===== src/rtl/fir_mac_seq.sv =====
// Sequencer and MAC engine for one FIR channel. Pushes samples into an external
// SRL delay line, sweeps the tap address, accumulates tap*coef, emits saturated output.
module fir_mac_seq #(
   parameter int NTAPS = 32,
   parameter int OW    = 24,
   parameter int SHIFT = 16
) (
   input  logic                 clk,
   input  logic                 rst,
   input  logic signed [17:0]   din,
   input  logic                 stb,
   output logic [17:0]          sr_d,
   output logic                 sr_ce,
   output logic [4:0]           sr_a,
   input  logic signed [17:0]   sr_y,
   output logic [4:0]           ca,
   input  logic signed [17:0]   coef,
   output logic signed [OW-1:0] dout,
   output logic                 vld,
   output logic                 busy,
   output logic                 ovf
);

   localparam int ACCW = 41;
   localparam logic [4:0] LAST_A = 5'(NTAPS - 1);
   localparam logic signed [ACCW-1:0] OMAX = (41'sd1 <<< (OW - 1)) - 41'sd1;
   localparam logic signed [ACCW-1:0] OMIN = -(41'sd1 <<< (OW - 1));

   typedef enum logic [1:0] {
      ST_IDLE,
      ST_SHIFT,
      ST_MAC,
      ST_DRAIN
   } state_t;

   state_t                 state_q, state_d;
   logic [17:0]            sr_d_q, sr_d_d;
   logic                   sr_ce_q, sr_ce_d;
   logic [4:0]             sr_a_q, sr_a_d;
   logic signed [OW-1:0]   dout_q, dout_d;
   logic                   vld_q, vld_d;
   logic                   busy_q, busy_d;
   logic                   ovf_q, ovf_d;

   logic signed [17:0]     ys_q, ys_d;
   logic signed [17:0]     cs_q, cs_d;
   logic signed [35:0]     p_q, p_d;
   logic signed [ACCW-1:0] acc_q, acc_d;
   logic [2:1]             vld_pipe_q, vld_pipe_d;
   logic [2:1]             first_pipe_q, first_pipe_d;
   logic [2:1]             last_pipe_q, last_pipe_d;
   logic                   done_q, done_d;

   logic                   iss;
   logic signed [ACCW-1:0] p_ext;
   logic signed [ACCW-1:0] acc_sh;
   logic signed [OW-1:0]   sat_val;

   assign iss    = (state_q == ST_MAC);
   assign p_ext  = ACCW'(p_q);
   assign acc_sh = acc_q >>> SHIFT;

   always_comb begin
      sat_val = acc_sh[OW-1:0];
      if (acc_sh > OMAX)
         sat_val = OMAX[OW-1:0];
      else if (acc_sh < OMIN)
         sat_val = OMIN[OW-1:0];
   end

   // Control: sr_ce is only ever raised on the way into SHIFT.
   always_comb begin
      state_d = state_q;
      sr_d_d  = sr_d_q;
      sr_ce_d = 1'b0;
      sr_a_d  = sr_a_q;
      dout_d  = dout_q;
      vld_d   = 1'b0;
      busy_d  = busy_q;
      ovf_d   = ovf_q;
      if (stb && busy_q)
         ovf_d = 1'b1;
      case (state_q)
         ST_IDLE: begin
            if (stb) begin
               sr_d_d  = din;
               sr_ce_d = 1'b1;
               busy_d  = 1'b1;
               state_d = ST_SHIFT;
            end
         end
         ST_SHIFT: begin
            sr_a_d  = '0;
            state_d = ST_MAC;
         end
         ST_MAC: begin
            if (sr_a_q == LAST_A)
               state_d = ST_DRAIN;
            else
               sr_a_d = sr_a_q + 5'd1;
         end
         ST_DRAIN: begin
            if (done_q) begin
               dout_d  = sat_val;
               vld_d   = 1'b1;
               busy_d  = 1'b0;
               state_d = ST_IDLE;
            end
         end
         default: state_d = ST_IDLE;
      endcase
   end

   // Datapath: capture tap/coef, multiply, accumulate; tags ride alongside.
   always_comb begin
      ys_d         = ys_q;
      cs_d         = cs_q;
      p_d          = p_q;
      acc_d        = acc_q;
      vld_pipe_d   = {vld_pipe_q[1], iss};
      first_pipe_d = {first_pipe_q[1], iss && (sr_a_q == 5'd0)};
      last_pipe_d  = {last_pipe_q[1], iss && (sr_a_q == LAST_A)};
      done_d       = vld_pipe_q[2] && last_pipe_q[2];
      if (iss) begin
         ys_d = sr_y;
         cs_d = coef;
      end
      if (vld_pipe_q[1])
         p_d = ys_q * cs_q;
      if (vld_pipe_q[2])
         acc_d = first_pipe_q[2] ? p_ext : acc_q + p_ext;
   end

   always_ff @(posedge clk or posedge rst) begin
      if (rst) begin
         state_q      <= ST_IDLE;
         sr_d_q       <= '0;
         sr_ce_q      <= 1'b0;
         sr_a_q       <= '0;
         dout_q       <= '0;
         vld_q        <= 1'b0;
         busy_q       <= 1'b0;
         ovf_q        <= 1'b0;
         ys_q         <= '0;
         cs_q         <= '0;
         p_q          <= '0;
         acc_q        <= '0;
         vld_pipe_q   <= '0;
         first_pipe_q <= '0;
         last_pipe_q  <= '0;
         done_q       <= 1'b0;
      end else begin
         state_q      <= state_d;
         sr_d_q       <= sr_d_d;
         sr_ce_q      <= sr_ce_d;
         sr_a_q       <= sr_a_d;
         dout_q       <= dout_d;
         vld_q        <= vld_d;
         busy_q       <= busy_d;
         ovf_q        <= ovf_d;
         ys_q         <= ys_d;
         cs_q         <= cs_d;
         p_q          <= p_d;
         acc_q        <= acc_d;
         vld_pipe_q   <= vld_pipe_d;
         first_pipe_q <= first_pipe_d;
         last_pipe_q  <= last_pipe_d;
         done_q       <= done_d;
      end
   end

   assign sr_d  = sr_d_q;
   assign sr_ce = sr_ce_q;
   assign sr_a  = sr_a_q;
   assign ca    = sr_a_q;
   assign dout  = dout_q;
   assign vld   = vld_q;
   assign busy  = busy_q;
   assign ovf   = ovf_q;

endmodule


===== config.mk =====
export PLATFORM = sky130hd
export DESIGN_NAME = fir_mac_seq
export DESIGN_NICKNAME = d
export VERILOG_FILES = /design/src/rtl/fir_mac_seq.sv
export SDC_FILE = /design/constraint.sdc
export NUM_CORES = 1
export LEC_CHECK = 0
export CAP_MARGIN = 20
export CORE_ASPECT_RATIO = 1.4
export CORE_MARGIN = 2
export CORE_UTILIZATION = 45
export CTS_CLUSTER_SIZE = 25
export DETAILED_ROUTE_END_ITERATION = 10
export HOLD_SLACK_MARGIN = 0.1
export SLEW_MARGIN = 20
export SYNTH_ARGS = -nofsm -noshare
export SYNTH_HDL_FRONTEND = slang
export SYNTH_SLANG_ARGS = --single-unit

===== constraint.sdc =====
create_clock -name clk -period 16.5 [get_ports clk]
set_clock_uncertainty 0.05 [all_clocks]
set_input_delay 2.475 -clock clk [delete_from_list [all_inputs] [get_ports clk]]
set_output_delay 2.475 -clock clk [all_outputs]
set_load 0.02 [all_outputs]

# After elaboration in Yosys (flattened, before gate mapping)

Index checks and enable logic that the tools add are counted.

Bits in registers: 173
Latch bits: 0
Memory bits (writable): 0
Memory bits (read-only): 0
Input bits: 57
Memories kept: 0

$add $sub $neg: 2
Multipliers: 1
Div/mod/pow operators: 0
Magnitude comparators: 2
Eq/ne operators: 8
Shift-type cells: 0
Muxes and demuxes: 16
Bitwise operators: 0
Reductions and logical operators: 13

Operators with widths:

| kind                   | number |
|---|---|
| $mux W24               | 2 |
| $add A41 B36 Y41       | 1 |
| $mux W41               | 1 |
| $mul A18 B18 Y36       | 1 |
| $gt A25 B24 Y1 const B | 1 |
| $lt A25 B24 Y1 const B | 1 |
| $pmux W5 S2            | 1 |
| $pmux W2 S4            | 1 |
| $mux W1                | 6 |
| $mux W2                | 3 |
| $ne A2 B2 Y1 const B   | 3 |
| $reduce_and A2 Y1      | 3 |
| $reduce_and A3 Y1      | 2 |
| $add A5 B1 Y5 const B  | 1 |
| $eq A5 B5 Y1 const B   | 1 |
| $logic_not A5 Y1       | 1 |
| $mux W5                | 1 |
| $eq A2 B2 Y1 const B   | 2 |
| $logic_and A1 B1 Y1    | 4 |
| $reduce_bool A2 Y1     | 2 |
| $eq A2 B1 Y1 const B   | 1 |
| $logic_not A2 Y1       | 1 |
| $ne A2 B1 Y1 const B   | 1 |
| $pmux W1 S2            | 1 |

# Longest topological paths before layout

Word-level depth: 3
Depth in mapped cells: 27
Depth with buffers taken out: 25

# Least setup slack after synthesis

OpenSTA, ideal clock, no wires.

Kind: flip-flop to flip-flop
Start: register ys_q[17]
End: register p_q[35]
Arrival: 6.251 ns
Setup slack: 10.107 ns
Stages on the path, launching flop included: 26
Period minus slack after synthesis: 6.393 ns
Cells stage by stage: dfrtp_1 -> clkbuf_1 -> clkbuf_1 -> nand2_1 -> inv_1 -> fa_1 -> inv_1 -> fa_1 -> inv_1 -> ha_1 -> inv_1 -> fa_1 -> inv_1 -> fa_1 -> fa_1 -> ha_1 -> a21o_1 -> a21o_1 -> a21oi_1 -> nor3b_1 -> nor2_1 -> nor3_1 -> a21oi_4 -> o211ai_1 -> a21oi_1 -> o31ai_2

Cells in the longest elaborated chain, start to end: 1

Ends and longest elaborated chain:

| item                   | RTL line | source |
|---|---|---|
| from (decl)            | 45       | `logic signed [17:0] ys_q, ys_d;` |
| from (signal assigned) | 161      | `ys_q <= ys_d;` |
| $mul A18 B18 Y36       | 129      | `p_d = ys_q * cs_q;` |
| to (signal assigned)   | 163      | `p_q <= p_d;` |
| to (decl)              | 47       | `logic signed [35:0] p_q, p_d;` |

Every way passes these cells.
A chain may end at the register's enable or synchronous reset.

# Final worst setup path

Ends and elaborated chain as after synthesis.

==> results by group <==
CTS
  – Post-cts sizing count: 0
  – Hold-fix buffers, CTS: 0
  – H-tree depth: 4
  – Clk buf depth: 2
  – CTS Buf Count: 17
  – Root buf cell: clkbuf_16
  – Number of setup buffers added after CTS: 0
  – CTS clk-pin slew, worst paths: 0.10 ns
  – TritonCTS Sinks: 173
  – Clock insertion delay at the later pin of the skew report: 0.47 ns
  – TritonCTS clock tree: yes

Yosys
  – Syn Nets: 2751
  – Synth Register Bits: 173
  – Compound-cell area share of the yosys netlist: 0.0916
  – Number of flops mapped to enable cells by yosys: 0
  – Post-synthesis mux area share: 0.0577
  – Synth Warn #: 0
  – Synth Cell Area: 21400 um2
  – Register area share after synthesis: 0.202
  – Area share of the largest cell type after synthesis: 0.309
  – Top FF cell, synth: dfrtp_1
  – Top cells by count, synth: 434 x inv_1, 330 x fa_1, 200 x nand2_1
  – Syn Area/Cell: 9.63 um2
  – Largest family of logic cells by synthesized area: adder cells
  – XOR/XNOR Fraction of Synth Area: 0.0270
  – Async set-reset flop share out of synthesis: 1.00
  – Biggest area consumer among synthesized cells: fa_1
  – Adder-Cell Fraction of Synth Area: 0.399
  – Cells after Synth: 2223
  – Netlist cell types: 78
  – Count leader, synth: inv_1
  – Simple-gate portion of the synthesized area: 0.127
  – Top post-synthesis cells by area: fa_1 31%, dfrtp_1 20%, ha_1 8.2%

Critical path
  – Crit end category: flop
  – Crit path arrival time: 7.30 ns
  – Req. time, crit path: 16.81 ns
  – WS Path Type: reg2reg
  – Critical Path Start Type: flop
  – Critical path peak fanout: 19

GRT
  – GRT overflow: 0
  – Largest net degree at the start of global routing: 116
  – Initial antenna violation count: 0
  – First-pass GRT wire length: 83400 um
  – Vias in the first global route: 16300
  – GRT Overall Usage: 0.213

Route
  – Antenna-violating nets left: 0
  – Drt first pass iters: 5
  – Wirelength per Cell: 17.2 um
  – Drt drc: 0
  – Vias/cell: 5.14
  – WL final: 49800 um
  – Initial drt markers: 754
  – Vias: 14900

Floorplanning
  – Die Width: 188 um
  – Die Y: 262 um
  – Row count: 94
  – Initial Utilization: 0.456
  – Core area: 46900 um2
  – # IOs: 113
  – DIE AREA: 49300 um2

Timing
  – Final hold violation count: 0
  – Worst Tran Pin Value: 0.895 ns
  – Fin crit period: 6.99 ns
  – Final Cycle Share: 0.423
  – Max Fclk: 143 MHz
  – Setup TNS: 0 ns
  – Max_slew headroom: 0.404
  – Final Setup Violations: 0
  – RSZ-0062 raised after global routing: no
  – Slew Limit Fails: 0

Run status
  – Status: complete, no violations

Place
  – Dpl hpwl: 39100 um
  – Gp weighted congestion: 0.878
  – Port bufs: 112

Layout
  – Multi-input gate area: 15000 um2
  – FILL cells: 4282
  – Share of layout cells above drive strength 1: 0.0751
  – Reg area: 4330 um2
  – Layout overhead on the synthesized area: 10.4%
  – Nets: 2793
  – N_diodes: 0

Hold path
  – Hold Crit Class: reg2reg

Run
  – Max-Cap Viols: 0
-- cells by family (layout without fill, tap and decap cells) --
kind of cell | count (synthesis) | count (layout)
compound gates | 302 | 302
xor+xnor | 66 | 66
fa+ha+maj | 488 | 488
buf+inv | 539 | 594
flops | 173 | 173
mux | 111 | 111
simple gates | 544 | 544
-- stage by stage --
step	instances	hold WS (ns)	setup slack (ns)	cell area, um2	util
after global routing	2902	0.307	9.09	23600	0.504
final	2902	0.295	9.51	23600	0.504
after detailed placement	2870	0.285	9.58	23000	0.490
after global placement	2870	0.286	9.62	23000	0.490
after CTS	2902	0.303	9.51	23600	0.504
after floorplan	2223	0.281	9.29	21400	-
-- metal layers --
layer,wire length (um),part of all wire,vias up,global-route usage
li1,-,-,7020,-
met1,21600,0.43,7577,0.267
met2,25600,0.51,249,0.383
met3,1540,0.031,67,0.0290
met4,1030,0.021,0,0.0612
met5,0,0,-,0
-- final cells by class --
cell class | count | share of cell area
inverter | 436 | 0.0696
clock inverter | 15 | 0.00852
tap | 624 | 0.0330
sequential | 173 | 0.183
clock buffer | 17 | 0.0180
multi-input combinational | 1511 | 0.636
timing repair buffer | 126 | 0.0519
-- cell usage in the layout (no fill, tap or decap), types with 5 or more instances in the layout --
cell type / Yosys / routed
nand4_1: 8 / 8
clkdlybuf4s50_1: 0 / 112
inv_1: 434 / 433
nand2b_1: 15 / 15
xnor2_1: 46 / 46
nor2_1: 85 / 85
nor3_1: 15 / 15
o21bai_1: 9 / 9
o31ai_1: 6 / 6
nand3_1: 16 / 16
nand2_1: 200 / 200
maj3_1: 17 / 17
a21o_1: 27 / 27
o21ai_0: 48 / 48
o21ai_1: 21 / 21
a31oi_1: 10 / 10
and4_1: 5 / 5
nor2b_1: 10 / 10
dfrtp_1: 173 / 171
o21a_1: 16 / 16
and2_1: 168 / 168
ha_1: 141 / 140
mux2i_1: 12 / 12
and3_1: 6 / 6
a211o_1: 6 / 6
mux2_2: 99 / 99
clkinv_8: 0 / 5
a21oi_1: 104 / 104
buf_4: 5 / 14
fa_1: 330 / 330
clkbuf_16: 0 / 17
xor2_1: 20 / 20
-- path summary, 6_finish.rpt --
path / start / to / slack [ns] / cells after the start
max: ys_q[17] / p_q[35] / 9.51 / 23
min: first_pipe_q[1] / first_pipe_q[2] / 0.30 / 0
max reg2reg: ys_q[17] / p_q[35] / 9.51 / 23
min reg2reg: first_pipe_q[1] / first_pipe_q[2] / 0.30 / 0
max in group asynchronous: rst / vld_pipe_q[2] / 12.46 / 3
min in group asynchronous: rst / cs_q[15] / 2.51 / 2
-- critical path, cell delays in order (launching register included) --
cell and delay [ns]:
dfrtp_1 0.62, nand2_1 0.20, inv_1 0.11, fa_1 0.59
inv_1 0.13, fa_1 0.52, inv_1 0.05, ha_1 0.54
inv_1 0.26, fa_1 0.53, inv_1 0.05, fa_1 0.55
fa_1 0.42, ha_1 0.36, a21o_1 0.21, a21o_1 0.18
a21oi_1 0.21, nor3b_1 0.26, nor2_1 0.08, nor3_1 0.28
a21oi_4 0.11, o211ai_1 0.22, a21oi_1 0.11, o31ai_2 0.22
-- state kept, by name, indices dropped and copies added (netlist names) --
signal,count
sr_ce,1
p_q,36
first_pipe_q,2
done_q,1
ys_q,18
dout,24
cs_q,18
state_q,2
acc_q,41
ovf,1
busy,1
last_pipe_q,2
sr_d,18
vld_pipe_q,2
ca,5
vld,1
Power is not shown: default switching activity piles up to over one toggle a cycle in this logic, so the estimate is an artifact.
